### src/rtl/vga_tile_renderer.sv
// Pixel back end: board RAM with power-on clear, tile staging, palette lookup, sync alignment.
// Latency: row/col presented in cycle t are reflected on hsync_n/vsync_n/r/g/b in cycle t+2.
// Backpressure: none; the controller paces re/update_state/updateoutput, a missed tile sets underrun.
module vga_tile_renderer #(
    parameter int          HACTIVE = 640,
    parameter int          HFP     = 16,
    parameter int          HSYNC   = 96,
    parameter int          VACTIVE = 480,
    parameter int          VFP     = 10,
    parameter int          VSYNC   = 2,
    parameter int          BLOCK   = 20,
    parameter logic [11:0] C_EMPTY = 12'h000,
    parameter logic [11:0] C_BODY  = 12'h0F0,
    parameter logic [11:0] C_HEAD  = 12'hFF0,
    parameter logic [11:0] C_FOOD  = 12'hF00
) (
    input  logic       clk,
    input  logic       reset,
    input  logic [9:0] row,
    input  logic [9:0] col,
    input  logic [9:0] raddr,
    input  logic       re,
    input  logic       update_state,
    input  logic       updateoutput,
    input  logic       we,
    input  logic [9:0] waddr,
    input  logic [1:0] wdata,
    output logic       busy,
    output logic       underrun,
    output logic       hsync_n,
    output logic       vsync_n,
    output logic [3:0] r,
    output logic [3:0] g,
    output logic [3:0] b
);

    localparam logic [9:0] H_ACT  = 10'(HACTIVE);
    localparam logic [9:0] H_SS   = 10'(HACTIVE + HFP);
    localparam logic [9:0] H_SE   = 10'(HACTIVE + HFP + HSYNC);
    localparam logic [9:0] V_ACT  = 10'(VACTIVE);
    localparam logic [9:0] V_SS   = 10'(VACTIVE + VFP);
    localparam logic [9:0] V_SE   = 10'(VACTIVE + VFP + VSYNC);
    localparam int         BCW    = $clog2(BLOCK);
    localparam logic [BCW-1:0] BLK_LAST = BCW'(BLOCK - 1);

    localparam logic [0:0] ST_CLEAR = 1'b0;
    localparam logic [0:0] ST_IDLE  = 1'b1;

    // Board clear state machine
    logic [0:0] state_q, state_d;
    logic [9:0] clr_addr_q, clr_addr_d;

    // Board storage and read port
    logic [1:0] mem_q [0:1023];
    logic [1:0] rdata_q;
    logic       mem_we;
    logic [9:0] mem_waddr;
    logic [1:0] mem_wdata;

    // Tile staging
    logic [BCW-1:0] blk_q, blk_d, blk_phase;
    logic [1:0]     cur_tile_q, cur_tile_d;
    logic [1:0]     next_tile_q, next_tile_d;
    logic           next_valid_q, next_valid_d;
    logic           underrun_q, underrun_d;

    // Pixel pipeline
    logic        active, boundary, hs, vs;
    logic        active_q, hs_q, vs_q;
    logic        hsync_n_q, vsync_n_q;
    logic [11:0] pal_rgb;
    logic [11:0] rgb_q;

    // Clear walks every address once after reset, then hands the RAM to the game
    always_comb begin
        state_d    = state_q;
        clr_addr_d = clr_addr_q;
        if (state_q == ST_CLEAR) begin
            clr_addr_d = clr_addr_q + 10'd1;
            if (clr_addr_q == 10'd1023) begin
                state_d = ST_IDLE;
            end
        end
    end

    // Clear state registers
    always_ff @(posedge clk) begin
        if (reset) begin
            state_q    <= ST_CLEAR;
            clr_addr_q <= 10'd0;
        end else begin
            state_q    <= state_d;
            clr_addr_q <= clr_addr_d;
        end
    end

    assign busy      = (state_q == ST_CLEAR);
    assign mem_we    = busy | we;
    assign mem_waddr = busy ? clr_addr_q : waddr;
    assign mem_wdata = busy ? 2'd0 : wdata;

    // RAM write port; game writes are shadowed by the clear walk while busy
    always_ff @(posedge clk) begin
        if (!reset && mem_we) begin
            mem_q[mem_waddr] <= mem_wdata;
        end
    end

    // Synchronous read; a colliding write lands after the read, so old data is returned
    always_ff @(posedge clk) begin
        if (re) begin
            rdata_q <= mem_q[raddr];
        end
    end

    // Tile phase counter realigns at row 0 so a boundary hits every BLOCK pixels
    always_comb begin
        active    = (row < H_ACT) && (col < V_ACT);
        blk_phase = (row == 10'd0) ? '0 : blk_q;
        blk_d     = (blk_phase == BLK_LAST) ? '0 : blk_phase + BCW'(1);
        boundary  = active && (blk_phase == '0);
        hs        = (row >= H_SS) && (row < H_SE);
        vs        = (col >= V_SS) && (col < V_SE);
    end

    // Promote the staged tile at each boundary; load a new one on update_state
    always_comb begin
        cur_tile_d   = cur_tile_q;
        next_tile_d  = next_tile_q;
        next_valid_d = next_valid_q;
        underrun_d   = underrun_q;
        if (boundary) begin
            next_valid_d = 1'b0;
            if (next_valid_q) begin
                cur_tile_d = next_tile_q;
            end else begin
                cur_tile_d = 2'd0;
                underrun_d = 1'b1;
            end
        end
        if (update_state) begin
            next_tile_d  = rdata_q;
            next_valid_d = 1'b1;
        end
    end

    // Stage-1 registers: tile state, active flag and raw sync windows
    always_ff @(posedge clk) begin
        if (reset) begin
            blk_q        <= '0;
            cur_tile_q   <= 2'd0;
            next_tile_q  <= 2'd0;
            next_valid_q <= 1'b0;
            underrun_q   <= 1'b0;
            active_q     <= 1'b0;
            hs_q         <= 1'b0;
            vs_q         <= 1'b0;
        end else begin
            blk_q        <= blk_d;
            cur_tile_q   <= cur_tile_d;
            next_tile_q  <= next_tile_d;
            next_valid_q <= next_valid_d;
            underrun_q   <= underrun_d;
            active_q     <= active;
            hs_q         <= hs;
            vs_q         <= vs;
        end
    end

    // Fixed palette, every 2-bit code has a colour
    always_comb begin
        pal_rgb = C_EMPTY;
        case (cur_tile_q)
            2'd0: pal_rgb = C_EMPTY;
            2'd1: pal_rgb = C_BODY;
            2'd2: pal_rgb = C_HEAD;
            2'd3: pal_rgb = C_FOOD;
            default: pal_rgb = C_EMPTY;
        endcase
    end

    // Stage-2 outputs: syncs always advance, colour only when the controller enables it
    always_ff @(posedge clk) begin
        if (reset) begin
            hsync_n_q <= 1'b1;
            vsync_n_q <= 1'b1;
            rgb_q     <= 12'h000;
        end else begin
            hsync_n_q <= ~hs_q;
            vsync_n_q <= ~vs_q;
            if (updateoutput) begin
                rgb_q <= active_q ? pal_rgb : 12'h000;
            end
        end
    end

    assign underrun = underrun_q;
    assign hsync_n  = hsync_n_q;
    assign vsync_n  = vsync_n_q;
    assign r        = rgb_q[11:8];
    assign g        = rgb_q[7:4];
    assign b        = rgb_q[3:0];

endmodule

### config.mk
export PLATFORM = sky130hd
export DESIGN_NAME = vga_tile_renderer
export DESIGN_NICKNAME = d
export VERILOG_FILES = /design/src/rtl/vga_tile_renderer.sv
export SDC_FILE = /design/constraint.sdc
export NUM_CORES = 2
export LEC_CHECK = 0
export BUFFER_PORTS_ARGS = -buffer_cell sky130_fd_sc_hd__buf_2
export CAP_MARGIN = 20
export CORE_ASPECT_RATIO = 1.2
export CORE_MARGIN = 2
export CORE_UTILIZATION = 40
export DETAILED_ROUTE_END_ITERATION = 16
export GPL_ROUTABILITY_DRIVEN = 0
export PLACE_DENSITY_LB_ADDON = 0.08
export SLEW_MARGIN = 10
export SYNTH_ARGS = -nofsm -noshare
export SYNTH_HDL_FRONTEND = slang
export SYNTH_SLANG_ARGS = --single-unit
export TNS_END_PERCENT = 5
### constraint.sdc
create_clock -name clk -period 20.5 [get_ports clk]
set_input_delay 2.05 -clock clk [delete_from_list [all_inputs] [get_ports clk]]
set_output_delay 2.05 -clock clk [all_outputs]
set_load 0.02 [all_outputs]
* Word-level counts from Yosys, hierarchy flattened
Memory sizes are Yosys's and may differ from the RTL's. A register that Yosys moved wholly into a read port is not among the register bits. Index checks and enable logic that the tools add are counted.
Storage, ports and cells: register bits after elaboration 39, latch bits 0, memory bits (writable) 2048, bits in read-only memories 0, input port bits 48, output and inout port bits 16, logic and storage cells 56, memories kept 1
Memories:
- mem_q | depth 1024, width 2, rd ports 1, clocked after memory_dff 1, write ports 1, line 54 | logic [1:0] mem_q [0:1023];
Operators by class: add/subtract/negate cells 2, multipliers 0, divide/modulo/power cells 0, order comparisons 6, equality and inequality tests 5, shifts and indexed selects 0, multiplexer cells 12, bitwise logic cells 5, reduce and logical (&&, ||, !) cells 12
Operators with widths (number):
- $pmux W12 S4 | 1
- $lt A10 B10 Y1 const B | 2
- $lt A10 B9 Y1 const B | 2
- $mux W12 | 1
- $add A10 B1 Y10 const B | 1
- $eq A10 B10 Y1 const B | 1
- $ge A10 B10 Y1 const B | 1
- $ge A10 B9 Y1 const B | 1
- $logic_not A10 Y1 | 1
- $mux W10 | 1
- $mux W1 | 6
- $add A5 B1 Y5 const B | 1
- $eq A5 B5 Y1 const B | 1
- $logic_and A1 B1 Y1 | 5
- $logic_not A5 Y1 | 1
- $mux W5 | 1
- $eq A2 B2 Y1 const B | 2
- $mux W2 | 2
- $not A1 Y1 | 4
- $eq A2 B1 Y1 const B | 1
- $logic_not A2 Y1 | 1
- $reduce_and A2 Y1 | 1
- $reduce_bool A2 Y1 | 1
- $reduce_or A2 Y1 | 1
- other kinds (2) | 2

* Depth between registers and ports, before layout
depth after elaboration 6, depth in mapped cells 14, gate-level depth less buffers 9

* Worst setup path before layout
No wires, ideal clock.
kind in2reg, start input port wdata[0], end memory mem_q[0][0] (data pin), arrival 14.696 ns, required time 17.635 ns, slack 2.939 ns, stages 1, path through and2_1
Between the ends: cells in the longest elaborated chain, start to end 1
RTL lines:
- start: declaration | line 27 | input logic [1:0] wdata,
- $mux W2 | line 100 | assign mem_wdata = busy ? 2'd0 : wdata;
- end: declaration | line 54
Every way passes these cells.

==> results.cfg <==
[grt]
grt_usage_pct = 22.99
grt_overflow_total = 0
grt_max_degree = 223
grt_pass1_wl_um = 350800
first_global_vias = 48050
antenna_found_initial = 27

[synthesis]
ys.flop_type = edfxtp_1
synth_area_um2 = 85430
seq_area_frac_synth_pct = 72.73
ys_ff_latch = 2079
synthArstFlopShare_pct = 0
synth-edff-count = 2050
synthCells = 4996
yosysWarnings = 0
synth_cell_types = 78
syn_area_per_cell_um2 = 17.10

[floorplanning]
die_x_um = 425.9
core_area_um2 = 212000
num_io_pins = 64
die_y_um = 510.3
initial_utilization_pct = 40.29
die-area_um2 = 217300
floorplan.rows = 185

[clocking]
clk_pin_slew_ns = 0.06
cts_buffer_depth = 3
cts_tree = built
cts_buffers = 207
cts_hold_buf = 0
insertion_delay_ns = 0.85
htreeDepth = 4
cts_setup_buffers = 0
ctsResizeCount = 0
clkSinkCount = 2079
clockRootBuffer = clkbuf_16

[power_and_ir_drop]
power_density_nw_per_um2 = 91.08
p_leak_nw = 31.24
ir_worst_vdd_uv = 71.68

[sta]
rsz0062_at_grt = no
report.final.slew_viol_count = 0
finalSetupViolations = 0
fin_crit_sh_pct = 39.68
setup_slack_ns = 12.36
fmax_ghz = 0.1229
tightest_slew_ns = 1.191
hold_violations = 0
finalCriticalPeriod_ns = 8.135
setup_tns_ns = 0
maxSlewHeadroom_pct = 19.94
clock_skew_ns = 0.03343

[setup_path]
reg2reg_depth = 5
worstPathArrival_ns = 8.62
worstSetupEndpointType = flip-flop
worst-r2r-setup-slack_ns = 15.71
r2r-end = mem_q[230][0]$_DFFE_PP_
start_kind = input port
critical_path.max_fanout = 57
cp.required_ns = 20.98
r2r_start = state_q$_SDFF_PP0_
worst-setup-path-type = input port to flip-flop

[detailed_routing]
viasPerCell = 5.751
detail-route-antenna-nets = 0
drc = 0
wirelength_um = 250200
firstDrtPassIters = 6
wl_per_cell_um = 31.35
vias = 45890
dr.first_iter.drc_count = 4732

[cells_and_area]
final_nets = 5056
stdcell_count = 7980
drive_above_1_share_pct = 19.11
areaGrowthSynthToFinish_pct = 11.34

[worst_hold_path]
hp-start = vs_q$_SDFF_PP0_
hold_end = vsync_n$_SDFF_PP1_
holdPathStages = 1
hold_path.class = flip-flop to flip-flop

[run_status]
status = complete, no violations

[placed_design]
io_buffers = 58
post-place-ws_ns = 11.65
dpl.cell_count = 7596
dp_hpwl_um = 136700

[flow_run]
max_cap_violations = 0
[synthesized netlist by cell type (14+ instances only)]
cell type	instances	area (µm²)
buf_2	37	185.2
buf_8	16	240.2
o21ai_0	47	235.2
buf_6	41	461.7
buf_1	83	311.6
o221ai_1	83	727.0
a21oi_1	91	455.4
a22oi_1	48	360.4
mux2i_1	221	2212
inv_1	18	67.56
o22ai_1	47	294.0
nor2_1	1112	4174
nand3_1	18	90.09
mux2_2	14	157.7
mux4_2	429	9662
nand2_1	126	473.0
a211oi_1	14	105.1
nor3_1	52	260.3
edfxtp_1	2050	61560
dfxtp_1	29	580.6
buf_4	26	195.2
clkbuf_1	187	701.9
[flip-flops by register name, indices dropped and copies added, names as in the netlist]
register      flops
clr_addr_q       10
mem_q          2048
hs_q              1
hsync_n           1
state_q           1
vsync_n           1
vs_q              1
active_q          1
next_tile_q       2
blk_q             5
cur_tile_q        2
rdata_q           2
underrun          1
rgb_q             2
next_valid_q      1
[layer usage]
layer	part of all wire, %	GRT usage (%)	up-vias	wire (µm)
met3	6.8	4.065	355	16940
met1	40	30.31	24440	100600
met5	0.011	0	-	27
met4	3.1	7.209	4	7642
li1	-	-	19560	-
met2	50	38.78	1534	125000
[stage by stage]
stage | total power [W] | util, % | hold slack, ns | cell area, µm²
CTS | 0.008743 | 44.84 | 0.3774 | 95070
finish | 0.008664 | 44.86 | 0.3741 | 95120
detailed placement | 0.005043 | 41.76 | 0.3645 | 88540
global route | 0.008911 | 44.86 | 0.4018 | 95110
global placement | 0.005044 | 41.72 | 0.3669 | 88460
floorplan | 0.004925 | - | 0.3559 | 85440
[worst max-delay path: stages]
cell and delay [ns]:
buf_8 0.50, buf_4 0.91, buf_4 0.67, buf_4 0.78, buf_4 0.81, mux2i_1 0.20, o221ai_1 0.28, o22ai_1 0.14
a211oi_1 0.22, nor3_1 0.14, nor4_1 0.69, a21boi_0 0.20, o2111ai_1 0.83
[power by group]
part | switching, W | leakage (nW) | internal (W) | total (W)
clock | 0.00161 | 3.22 | 0.00210 | 0.00372
combinational | 0.000217 | 7.40 | 0.000131 | 0.000347
sequential | 0.00000231 | 20.6 | 0.00460 | 0.00460
[logic make-up after synthesis]
group | synth area share, %
DFF | 72.73
muxes | 14.42
other | 0.004389
adders and majority gates | 0.08787
xor gates and xnor gates | 0.1025
buffers and inverters | 2.815
AOI/OAI and AO/OA | 3.341
and+or+nand+nor | 6.494
[layout by cell type (no fill, tap or decap), drive strengths merged, types with 29 or more instances in the layout]
| master | instances |
|---|---|
| a21oi | 91 |
| edfxtp | 2050 |
| mux2i | 221 |
| a22oi | 48 |
| nor3 | 53 |
| dfxtp | 29 |
| clkinv | 92 |
| o221ai | 83 |
| nor2 | 1112 |
| buf | 199 |
| o22ai | 47 |
| nand2 | 126 |
| mux4 | 440 |
| o21ai | 51 |
| clkbuf | 264 |
[worst max-delay path by stage]
stage,startpoint,endpoint,slack [ns]
after CTS,raddr[0],rdata_q[1]$_DFFE_PP_,12.52
after global placement,raddr[0],rdata_q[1]$_DFFE_PP_,11.64
after detailed placement,raddr[0],rdata_q[1]$_DFFE_PP_,11.65
after global routing,raddr[0],rdata_q[1]$_DFFE_PP_,11.92
after floorplan,wdata[0],mem_q[0][0]$_DFFE_PP_,2.94
final,raddr[0],rdata_q[1]$_DFFE_PP_,12.36
[cell type report]
cell class                      instances  area [µm²]
Antenna cell                            4       10.01
Clock inverter                        114       934.6
Tap cell                             2805        3510
Sequential cell                      2079       62140
Fill cell                           18790      116900
Multi-Input combinational cell       2495       21270
Timing Repair Buffer                  199        1584
Clock buffer                          264        5592
Inverter                               20       82.58
No activity file was read; power rests on OpenSTA's default activity.
